File: src/rtl/stack_control.sv
// ---------------------------------------------------------------------------
// stack_control
// Sequencer for a falling-block stacking game. It draws a 4x4 block, holds it
// on screen for DELAY cycles, erases it and steps it sideways. A press of go
// locks the block onto the current row, and after MAX_LEVEL locked rows the
// game ends.
//
// Ports
//   clk                 : system clock, rising edge active
//   reset               : asynchronous reset, active low
//   go                  : player drop button, active high, synchronous to clk
//   ld_x                : one-cycle pulse that steps the block horizontally
//   ld_y                : one-cycle pulse that steps the block row
//   level_up_true       : asserted together with ld_y
//   colour_erase_enable : forces the drawn colour to black
//   plot                : VGA write enable
//   offset[3:0]         : pixel index in the block, [1:0]=x and [3:2]=y
//   level[4:0]          : count of locked rows
//   done                : game over
// ---------------------------------------------------------------------------
module stack_control #(
    parameter int DELAY     = 12500000,
    parameter int MAX_LEVEL = 29
) (
    input  logic       clk,
    input  logic       reset,
    input  logic       go,
    output logic       ld_x,
    output logic       ld_y,
    output logic       level_up_true,
    output logic       colour_erase_enable,
    output logic       plot,
    output logic [3:0] offset,
    output logic [4:0] level,
    output logic       done
);

    // DELAY >= 2, so the counter is always at least one bit wide.
    localparam int              CNT_W     = $clog2(DELAY);
    localparam logic [CNT_W-1:0] CNT_LAST  = CNT_W'(DELAY - 1);
    localparam logic [CNT_W-1:0] CNT_ZERO  = CNT_W'(0);
    localparam logic [CNT_W-1:0] CNT_ONE   = CNT_W'(1);
    localparam logic [4:0]       LEVEL_MAX = 5'(MAX_LEVEL);

    typedef enum logic [2:0] {
        S_IDLE  = 3'd0,
        S_DRAW  = 3'd1,
        S_WAIT  = 3'd2,
        S_ERASE = 3'd3,
        S_MOVE  = 3'd4,
        S_LOCK  = 3'd5,
        S_DONE  = 3'd6
    } state_t;

    state_t           state_q, state_d;
    logic [3:0]       offset_q, offset_d;
    logic [CNT_W-1:0] cnt_q, cnt_d;
    logic [4:0]       level_q, level_d;
    logic             drop_q, drop_d;
    logic             go_q;
    logic             go_rise_s;
    logic [4:0]       level_inc_s;

    // State, counters and go history; reset aborts to IDLE at once.
    always_ff @(posedge clk or negedge reset) begin
        if (!reset) begin
            state_q  <= S_IDLE;
            offset_q <= 4'd0;
            cnt_q    <= CNT_ZERO;
            level_q  <= 5'd0;
            drop_q   <= 1'b0;
            go_q     <= 1'b0;
        end else begin
            state_q  <= state_d;
            offset_q <= offset_d;
            cnt_q    <= cnt_d;
            level_q  <= level_d;
            drop_q   <= drop_d;
            go_q     <= go;
        end
    end

    // Next-state logic, pixel/delay counters, level and drop request.
    always_comb begin
        state_d     = state_q;
        offset_d    = offset_q;
        cnt_d       = cnt_q;
        level_d     = level_q;
        drop_d      = drop_q;
        go_rise_s   = go & ~go_q;
        level_inc_s = (level_q == LEVEL_MAX) ? level_q : (level_q + 5'd1);

        case (state_q)
            S_IDLE: begin
                // A press here only starts the game; it never requests a drop.
                if (go_rise_s) begin
                    state_d = S_DRAW;
                end else begin
                    state_d = S_IDLE;
                end
            end
            S_DRAW: begin
                drop_d   = drop_q | go_rise_s;
                offset_d = offset_q + 4'd1;   // wraps 15 -> 0 on exit
                if (offset_q == 4'd15) begin
                    state_d = S_WAIT;
                end else begin
                    state_d = S_DRAW;
                end
            end
            S_WAIT: begin
                drop_d = drop_q | go_rise_s;
                // A pending drop is only honoured here, with the block fully drawn.
                if (drop_q) begin
                    state_d = S_LOCK;
                    cnt_d   = CNT_ZERO;
                end else if (cnt_q == CNT_LAST) begin
                    state_d = S_ERASE;
                    cnt_d   = CNT_ZERO;
                end else begin
                    state_d = S_WAIT;
                    cnt_d   = cnt_q + CNT_ONE;
                end
            end
            S_ERASE: begin
                drop_d   = drop_q | go_rise_s;
                offset_d = offset_q + 4'd1;
                if (offset_q == 4'd15) begin
                    state_d = S_MOVE;
                end else begin
                    state_d = S_ERASE;
                end
            end
            S_MOVE: begin
                drop_d  = drop_q | go_rise_s;
                state_d = S_DRAW;
            end
            S_LOCK: begin
                // Clearing wins over a press arriving in this same cycle.
                drop_d  = 1'b0;
                level_d = level_inc_s;
                if (level_inc_s == LEVEL_MAX) begin
                    state_d = S_DONE;
                end else begin
                    state_d = S_DRAW;
                end
            end
            S_DONE: begin
                state_d = S_DONE;
            end
            default: begin
                state_d  = S_IDLE;
                offset_d = 4'd0;
                cnt_d    = CNT_ZERO;
                drop_d   = 1'b0;
            end
        endcase
    end

    // Moore decode of the registered state onto the strobes.
    always_comb begin
        plot                = 1'b0;
        colour_erase_enable = 1'b0;
        ld_x                = 1'b0;
        ld_y                = 1'b0;
        level_up_true       = 1'b0;
        done                = 1'b0;
        case (state_q)
            S_DRAW:  plot = 1'b1;
            S_ERASE: begin
                plot                = 1'b1;
                colour_erase_enable = 1'b1;
            end
            S_MOVE:  ld_x = 1'b1;
            S_LOCK: begin
                ld_y          = 1'b1;
                level_up_true = 1'b1;
            end
            S_DONE:  done = 1'b1;
            default: plot = 1'b0;
        endcase
    end

    assign offset = offset_q;
    assign level  = level_q;

endmodule

File: config.mk
export PLATFORM = sky130hd
export DESIGN_NAME = stack_control
export DESIGN_NICKNAME = d
export VERILOG_FILES = /design/src/rtl/stack_control.sv
export SDC_FILE = /design/constraint.sdc
export NUM_CORES = 1
export LEC_CHECK = 0
export ABC_AREA = 1
export BUFFER_PORTS_ARGS = -buffer_cell sky130_fd_sc_hd__buf_2
export CELL_PAD_IN_SITES_DETAIL_PLACEMENT = 0
export CELL_PAD_IN_SITES_GLOBAL_PLACEMENT = 1
export CORE_MARGIN = 10
export CORE_UTILIZATION = 39
export CTS_CLUSTER_SIZE = 20
export DETAILED_ROUTE_END_ITERATION = 10
export HOLD_SLACK_MARGIN = 0.08
export PLACE_DENSITY_LB_ADDON = 0.1
export SLEW_MARGIN = 20
export SYNTH_ARGS = -nofsm -noshare
export SYNTH_HDL_FRONTEND = slang
export SYNTH_SLANG_ARGS = --single-unit
export TNS_END_PERCENT = 5
File: constraint.sdc
create_clock -name clk -period 1.6 [get_ports clk]
set_input_delay 0.24 -clock clk [delete_from_list [all_inputs] [get_ports clk]]
set_output_delay 0.24 -clock clk [all_outputs]
set_load 0.01 [all_outputs]
Yosys cells after proc, flatten, opt, wreduce, memory -nomap -nowiden:

Cells that the tools add are included.

* add/sub/neg operators: 3
* multipliers: 0
* div/mod/pow operators: 0
* magnitude comparators: 0
* eq/ne operators: 10
* shift operators: 0
* muxes and demuxes: 18
* bitwise logic cells: 3
* reductions and logical operators: 6

Operators by type and width (count)
* 24-bit two-way mux: 2
* 24-bit one-hot mux with 2 select lines: 1
* 24-bit by 1-bit adder with 24-bit output (second input constant): 1
* 24-bit equality test (second input constant): 1
* 3-bit one-hot mux with 7 select lines: 1
* 5-bit equality test (second input constant): 2
* 3-bit equality test (second input constant): 3
* 3-bit two-way mux: 3
* 4-bit one-hot mux with 2 select lines: 1
* 1-bit two-way mux: 7
* 3-bit by 2-bit equality test with 1-bit output (second input constant): 2
* 6-bit OR reduction: 1
* 5-bit by 1-bit adder with 5-bit output (second input constant): 1
* 5-bit two-way mux: 1
* 5-bit OR reduction: 1
* 4-bit by 1-bit adder with 4-bit output (second input constant): 1
* 4-bit equality test (second input constant): 1
* 2-bit OR reduction: 2
* 4-bit OR reduction: 1
* 3-bit by 1-bit equality test with 1-bit output (second input constant): 1
* 3-bit logical NOT: 1
* 2-bit two-way mux: 1
* 1-bit one-hot mux with 2 select lines: 1
* 1-bit bitwise AND: 1
* 2 further kinds: 2

* flip-flop bits (word level): 38
* latch bits: 0
* memory bits (writable): 0
* ROM bits: 0
* input bits: 3
* output and inout bits: 15
* logic and storage cells: 46
* memories: 0

Logic depth before layout (Yosys ltp):

Gate-level depths: netlist of run 1.

* depth in word-level cells: 5
* gate-level depth with buffers: 11
* depth with buffers taken out: 11

Worst setup path before layout of run 1:

Ideal clock, no wire load.

* path type: register to register
* start: register cnt_q[0]
* end: register cnt_q[14]
* setup time: 126 ps
* arrival time: 1377 ps
* required time: 1474 ps
* slack: 97 ps
* cell stages (with the launch flop): 11
* path buffers: 0
* period minus slack after synthesis: 1503 ps
* cell sequence: dfrtp_1 > ha_1 > nand2_1 > nor2_2 > nand2_1 > nor2_2 > nand2_1 > nand2_1 > nand2_1 > nand2_1 > o21ai_0

* word-level cells in the longest chain between the ends: 4
* elaborated cells between the ends (all ways): 5

Ends and longest elaborated chain
* from (decl): line 57 `logic [CNT_W-1:0] cnt_q, cnt_d;`
* from (signal assigned): line 76 `cnt_q <= cnt_d;`
* 24-bit by 1-bit adder with 24-bit output or 24-bit equality test (tied branches): line 122, 117
* 24-bit two-way mux *: line 117 `end else if (cnt_q == CNT_LAST) begin`
* 24-bit two-way mux *: line 114 `if (drop_q) begin`
* 24-bit one-hot mux with 2 select lines *: line 93 `case (state_q)`

Mark *: on every way between the ends. The rest lies on a longest branch, timed or not.
A chain may end at the register's enable or synchronous reset.

Worst setup path after layout of run 1:

* start: register state_q[0]
* end: output port done

* word-level cells in the longest chain between the ends: 2

Ends and longest elaborated chain
* from (decl): line 55 `state_t state_q, state_d;`
* from (signal assigned): line 74 `state_q <= state_d;`
* 3-bit equality test: line 168 `case (state_q)`
* 1-bit two-way mux: line 168
* to (decl): line 35 `output logic done`

No other way between the ends.

==> flow_metrics.tcl, run 1 <==
set metrics [dict create \
    outcome "finished, final reports clean" \
    path_buf_inv 4 \
    fin_worst_skew_ps 9.341 \
    die_y_um 98.55 \
    hold_viol 0 \
    worst_slack_ps 36.12 \
    cts_tree "done" \
    cts-root-buf "clkbuf_8" \
    layout-drive-gt1-share_pct 21.17 \
    end_kind "output pin" \
    fmax_mhz 639.4 \
    multiInputGateArea_um2 1313 \
    worst_pin_slew_ps 353.8 \
    ant_nets 0 \
    synth_cell_type_count 27 \
    rsz0062_at_grt "yes" \
    ys_ff_latch 38 \
    grt_pass1_wl_mm 10.43 \
    finalWeightedCongestion 0.8178 \
    cts.clk_slew.worst_paths_ps 80 \
    grt_max_degree 16 \
    slew_viol_final 0 \
    nets 399 \
    n_fill_cell 636 \
    setup_tns_ps 0 \
    numCtsBuffers 5 \
    reg2reg_slack_ps 80 \
    core_area_um2 5956 \
    synth_top_cell_area_share_pct 39.52 \
    dieArea_um2 9711 \
    total_power_mw 2.958 \
    synth_edf_count 0 \
    routed_wl_mm 6.292 \
    critical_path_required_ps 1360 \
    post-place-cells 450 \
    synth-warning-count 0 \
    synth_ff_type "dfrtp_1" \
    dpl_cell_area_um2 2708 \
    vias 2299 \
    syn_area_per_cell_um2 7.035 \
    ios 18 \
    syn_nets 349 \
    dp_slack_ps 10.45 \
    critPathMaxStageDelay_ps 440 \
    holdWs_ps 382.5 \
    synth_most_common_cell "nand2_1" \
    clk_latency_ps 290 \
    port-buffer-count 17 \
    synth.top_cells.by_count "nand2_1, nor2_1, inv_1" \
    cp_cell_sequence "inv_1, nand3_1, buf_4, inv_1, buf_2" \
    netlist_instances 342 \
    hpwl_mm 4.751 \
    yosysSeqAreaShare_pct 39.52 \
    p_per_area_nw_per_um2 1012 \
    start_kind "flop" \
    regArea_um2 958.4 \
    antenna_found_initial 0 \
    maxCapViolCount 0 \
    clockBufferDepth 2 \
    cp.arrival_ps 1320 \
    vdd_drop_max_v 0.0006170 \
    final-setup-viol-count 0 \
    async_flop_share_pct 100.0 \
    antenna_cells 0 \
    cp_slowest_cell "dfrtp_2" \
    initial_utilization_pct 40.40 \
    area_growth_pct 21.42 \
    syn_area_um2 2406 \
    slew_headroom_pct 76.42 \
    die_w_um 98.55 \
    synth_top_area_cell "dfrtp_1" \
    avgRoutedWirePerCell_um 13.47 \
    clock-sinks 38 \
    crit_top_cell "inv_1" \
    viasPerCell 4.923 \
    fin_crit_sh_pct 97.74 \
    worstSetupPathType "reg -> out" \
    hold_class "in -> async" \
    finalInstanceArea_um2 2922 \
    drt-initial-drc-count 67 \
    finalCriticalPeriod_ps 1564 \
    finalNonFillerCells 467 \
    route.detailed.drc 0 \
    htreeDepth 2 \
    synthTopCellsByArea "dfrtp_1, nand2_1, nor2_1" \
    critical-path-top-delay-family "buffers and inverters" \
    grt_pass1_vias 2173 \
    rows 28 \
    grtUsageTotal_pct 12.85 \
    leakagePower_nw 1.359 \
    first_pass_iters 4 \
    fin_util_pct 49.05 \
    gr-total-overflow 0 \
    crit_path_max_fanout 6 \
]
sequential cells by signal (all words and copies together) (netlist names):
signal   count
drop_q       1
go_q         1
offset       4
state_q      3
cnt_q       24
level        5
cells in the final DEF (no fill, tap or decap):
master / synthesis / final
a21oi_1: 7 / 7
a22oi_1: 1 / 1
and2_1: 1 / 1
buf_2: 1 / 17
buf_4: 2 / 29
clkbuf_1: 1 / 2
clkbuf_8: 0 / 5
dfrtp_1: 38 / 32
dfrtp_2: 0 / 6
dlygate4sd3_1: 0 / 2
ha_1: 4 / 4
inv_1: 40 / 39
inv_2: 2 / 3
nand2_1: 106 / 103
nand2_2: 0 / 3
nand3_1: 33 / 30
nand3_2: 0 / 3
nand3_4: 1 / 1
nand4_1: 9 / 9
nor2_1: 45 / 41
nor2_2: 4 / 6
nor2_4: 0 / 2
nor3_1: 1 / 1
nor3_2: 1 / 1
o211ai_1: 2 / 2
o21a_1: 1 / 1
o21ai_0: 12 / 12
o21ai_2: 6 / 6
o21bai_1: 3 / 3
o22ai_1: 6 / 6
xnor2_1: 4 / 4
xor2_1: 10 / 9
xor2_2: 0 / 1
cell families (layout without fill, tap and decap cells):
group           count (synthesis)  count (layout)  share of synthesized area [%]
flops                          38              38                          39.52
simple gates                  201             201                          35.41
fa+ha+maj                       4               4                          2.080
xor+xnor                       14              14                          5.096
compound gates                 38              38                          9.880
buf+inv                        47              97                          8.008
worst paths after layout:
check	startpoint	to	cells past startpoint
max in group asynchronous	reset	state_q[1]	3
min in group clk	offset[0]	offset[0]	1
worst max register to register	cnt_q[1]	cnt_q[16]	8
worst min register to register	offset[0]	offset[0]	1
worst min-delay path	reset	cnt_q[10]	2
worst max-delay path	state_q[0]	done	5
timing repair:
action / 4_1_cts / 5_1_grt
pin swaps: 0 / 2
gates resized for setup: 2 / 18
endpoints found under the setup margin: 5 / 32
hold buffers: 2 / 0
endpoints found under the hold margin: 14 / 0
setup buffers: 0 / 8
power by group:
group	internal [mW]	total (mW)	switching [mW]
sequential	1.11	1.28	0.168
combinational	0.443	1.04	0.597
clock	0.301	0.640	0.339
area by class of cell:
class	count	area share, %
multi-input cells	257	44.93
flip-flops and latches	38	32.81
repair buffers	48	11.05
inverters	42	5.396
well taps	75	3.212
clock buffers	7	2.612
metal layers:
metal / routed length, um / global-route usage, % / vias to the layer above
met2: 3004 / 21.99 / 28
met5: 0 / 0 / -
met4: 48 / 2.977 / 0
met1: 3061 / 16.06 / 1069
li1: - / - / 1197
met3: 177 / 2.723 / 5
No activity file was read; power rests on OpenSTA's default activity.
==> inputs of run 2 (changes only) <==
--- a/config.mk
+++ b/config.mk
@@ -10,7 +10,7 @@
 export CELL_PAD_IN_SITES_DETAIL_PLACEMENT = 0
 export CELL_PAD_IN_SITES_GLOBAL_PLACEMENT = 1
 export CORE_MARGIN = 10
-export CORE_UTILIZATION = 39
+export CORE_UTILIZATION = 36
 export CTS_CLUSTER_SIZE = 20
 export DETAILED_ROUTE_END_ITERATION = 10
 export HOLD_SLACK_MARGIN = 0.08
==> flow_metrics.tcl, run 2 (synthesized netlist as in run 1, its figures left out) <==
set metrics [dict create \
    drt-initial-drc-count 52 \
    p_per_area_nw_per_um2 1038 \
    leakagePower_nw 1.367 \
    p_comb_share_pct 31.7 \
    finalCriticalPeriod_ps 1541 \
    cp.arrival_ps 1300 \
    holdWs_ps 442.1 \
    antenna_cells 0 \
    hold_class "in -> async" \
    outcome "finished, final reports clean" \
    start_kind "flop" \
    dpl_cell_area_um2 2718 \
    final_cell_mix "nand2_1, nor2_1, inv_1" \
    final_common_cell "nand2_1" \
    worstSetupPathType "reg -> out" \
    grtUsageTotal_pct 12.70 \
    routed_wl_mm 6.241 \
    grt_pass1_wl_mm 10.47 \
    cts_tree "done" \
    crit_path_max_fanout 7 \
    rsz0062_at_grt "yes" \
    switching_share_pct 36.54 \
    vias 2251 \
    layout-drive-gt1-share_pct 22.51 \
    fin_worst_skew_ps 8.993 \
    maxCapViolCount 0 \
    slew_viol_final 0 \
    clockBufferDepth 2 \
    power.switching_mw 1.122 \
    worst_pin_slew_ps 516.0 \
    finalInstanceArea_um2 2959 \
    grt_pass1_vias 2176 \
    critical_path_required_ps 1360 \
    first_pass_iters 4 \
    hpwl_mm 4.721 \
    fin_util_pct 46.07 \
    fmax_mhz 648.8 \
    clk_latency_ps 300 \
    fin_crit_sh_pct 96.33 \
    dp_slack_ps 16.96 \
    route.detailed.drc 0 \
    ios 18 \
    n_fill_cell 678 \
    antenna_found_initial 0 \
    end_kind "output pin" \
    final-setup-viol-count 0 \
    grt_max_degree 22 \
    slew_headroom_pct 65.60 \
    p_int_mw 1.949 \
    initial_utilization_pct 37.46 \
    hold_viol 0 \
    cts.clk_slew.worst_paths_ps 80 \
    clkPwrFrac_pct 26.2 \
    finalWeightedCongestion 0.8335 \
    largest_reg_flops 24 \
    avgRoutedWirePerCell_um 13.34 \
    power.share.sequential_pct 42.2 \
    top_register "cnt_q" \
    worst_slack_ps 58.76 \
    port-buffer-count 17 \
    gr-total-overflow 0 \
    die_w_um 101.8 \
    htreeDepth 2 \
    dieArea_um2 10350 \
    die_y_um 101.8 \
    numCtsBuffers 5 \
    cts-root-buf "clkbuf_8" \
    clock-sinks 38 \
    reg2reg_slack_ps 80 \
    nets 397 \
    ant_nets 0 \
    vdd_drop_max_v 0.0006268 \
    area_growth_pct 22.98 \
    core_area_um2 6422 \
    viasPerCell 4.810 \
    rows 29 \
]
==> run 2: cell types whose count changed in the layout (fill, tap and decap cells not counted), sizes merged <==
| cell | before | now |
|---|---|---|
| clkbuf | 7 | 8 |
| buf | 46 | 44 |
==> run 2: what timing repair did <==
item | in CTS | in global routing
pin swaps | 0 | 6
endpoints found under the setup margin | 5 | 30
buffers inserted | 2 | 3
hold endpoints to repair | 20 | 0
hold buffers | 2 | 0
resized for setup | 3 | 26
==> run 2: power groups by stage <==
| stage | sequential (mW) | clock, mW | combinational, mW |
|---|---|---|---|
| 5_1_grt | 1.33 | 0.869 | 1.11 |
| 2_1_floorplan | 1.31 | 0 | 0.572 |
| 3_5_place_dp | 1.30 | 0 | 0.945 |
| 6_report | 1.29 | 0.803 | 0.973 |
| 4_1_cts | 1.29 | 0.825 | 0.960 |
| 3_3_place_gp | 1.30 | 0 | 0.936 |
==> run 2: final timing paths <==
kind	start	cells past startpoint	to
min reg2reg	cnt_q[23]	2	cnt_q[23]
min	reset	2	cnt_q[9]
max in group asynchronous	reset	3	cnt_q[5]
max	state_q[0]	4	ld_y
max reg2reg	cnt_q[1]	7	cnt_q[10]
min in group clk	cnt_q[23]	2	cnt_q[23]
==> run 2: cell type report <==
class / count / area, um^2 / share of cell area [%]
clock buffers: 8 / 110.1 / 3.721
inverters: 42 / 157.7 / 5.328
multi-input cells: 257 / 1330 / 44.95
flip-flops and latches: 38 / 957.2 / 32.35
well taps: 77 / 96.34 / 3.256
repair buffers: 46 / 307.8 / 10.40
==> run 2: worst max-delay path, stage by stage, from the launching register on <==
cell	delay (ps)
dfrtp_2	440
inv_2	70
nor3_1	200
buf_4	170
buf_2	130
==> run 2: stage by stage <==
step                cells  TNS (ps)  power (mW)
global route          468    -97.46       3.304
CTS                   465         0       3.070
finish                468         0       3.071
floorplan             342         0       1.885
detailed placement    453         0       2.241
global placement      453         0       2.232
==> run 2: routing by layer <==
metal  GRT usage [%]  wire (um)
met1           16.22       3035
met2           20.63       2933
met3           3.063        192
met4           3.960         80
met5               0          0
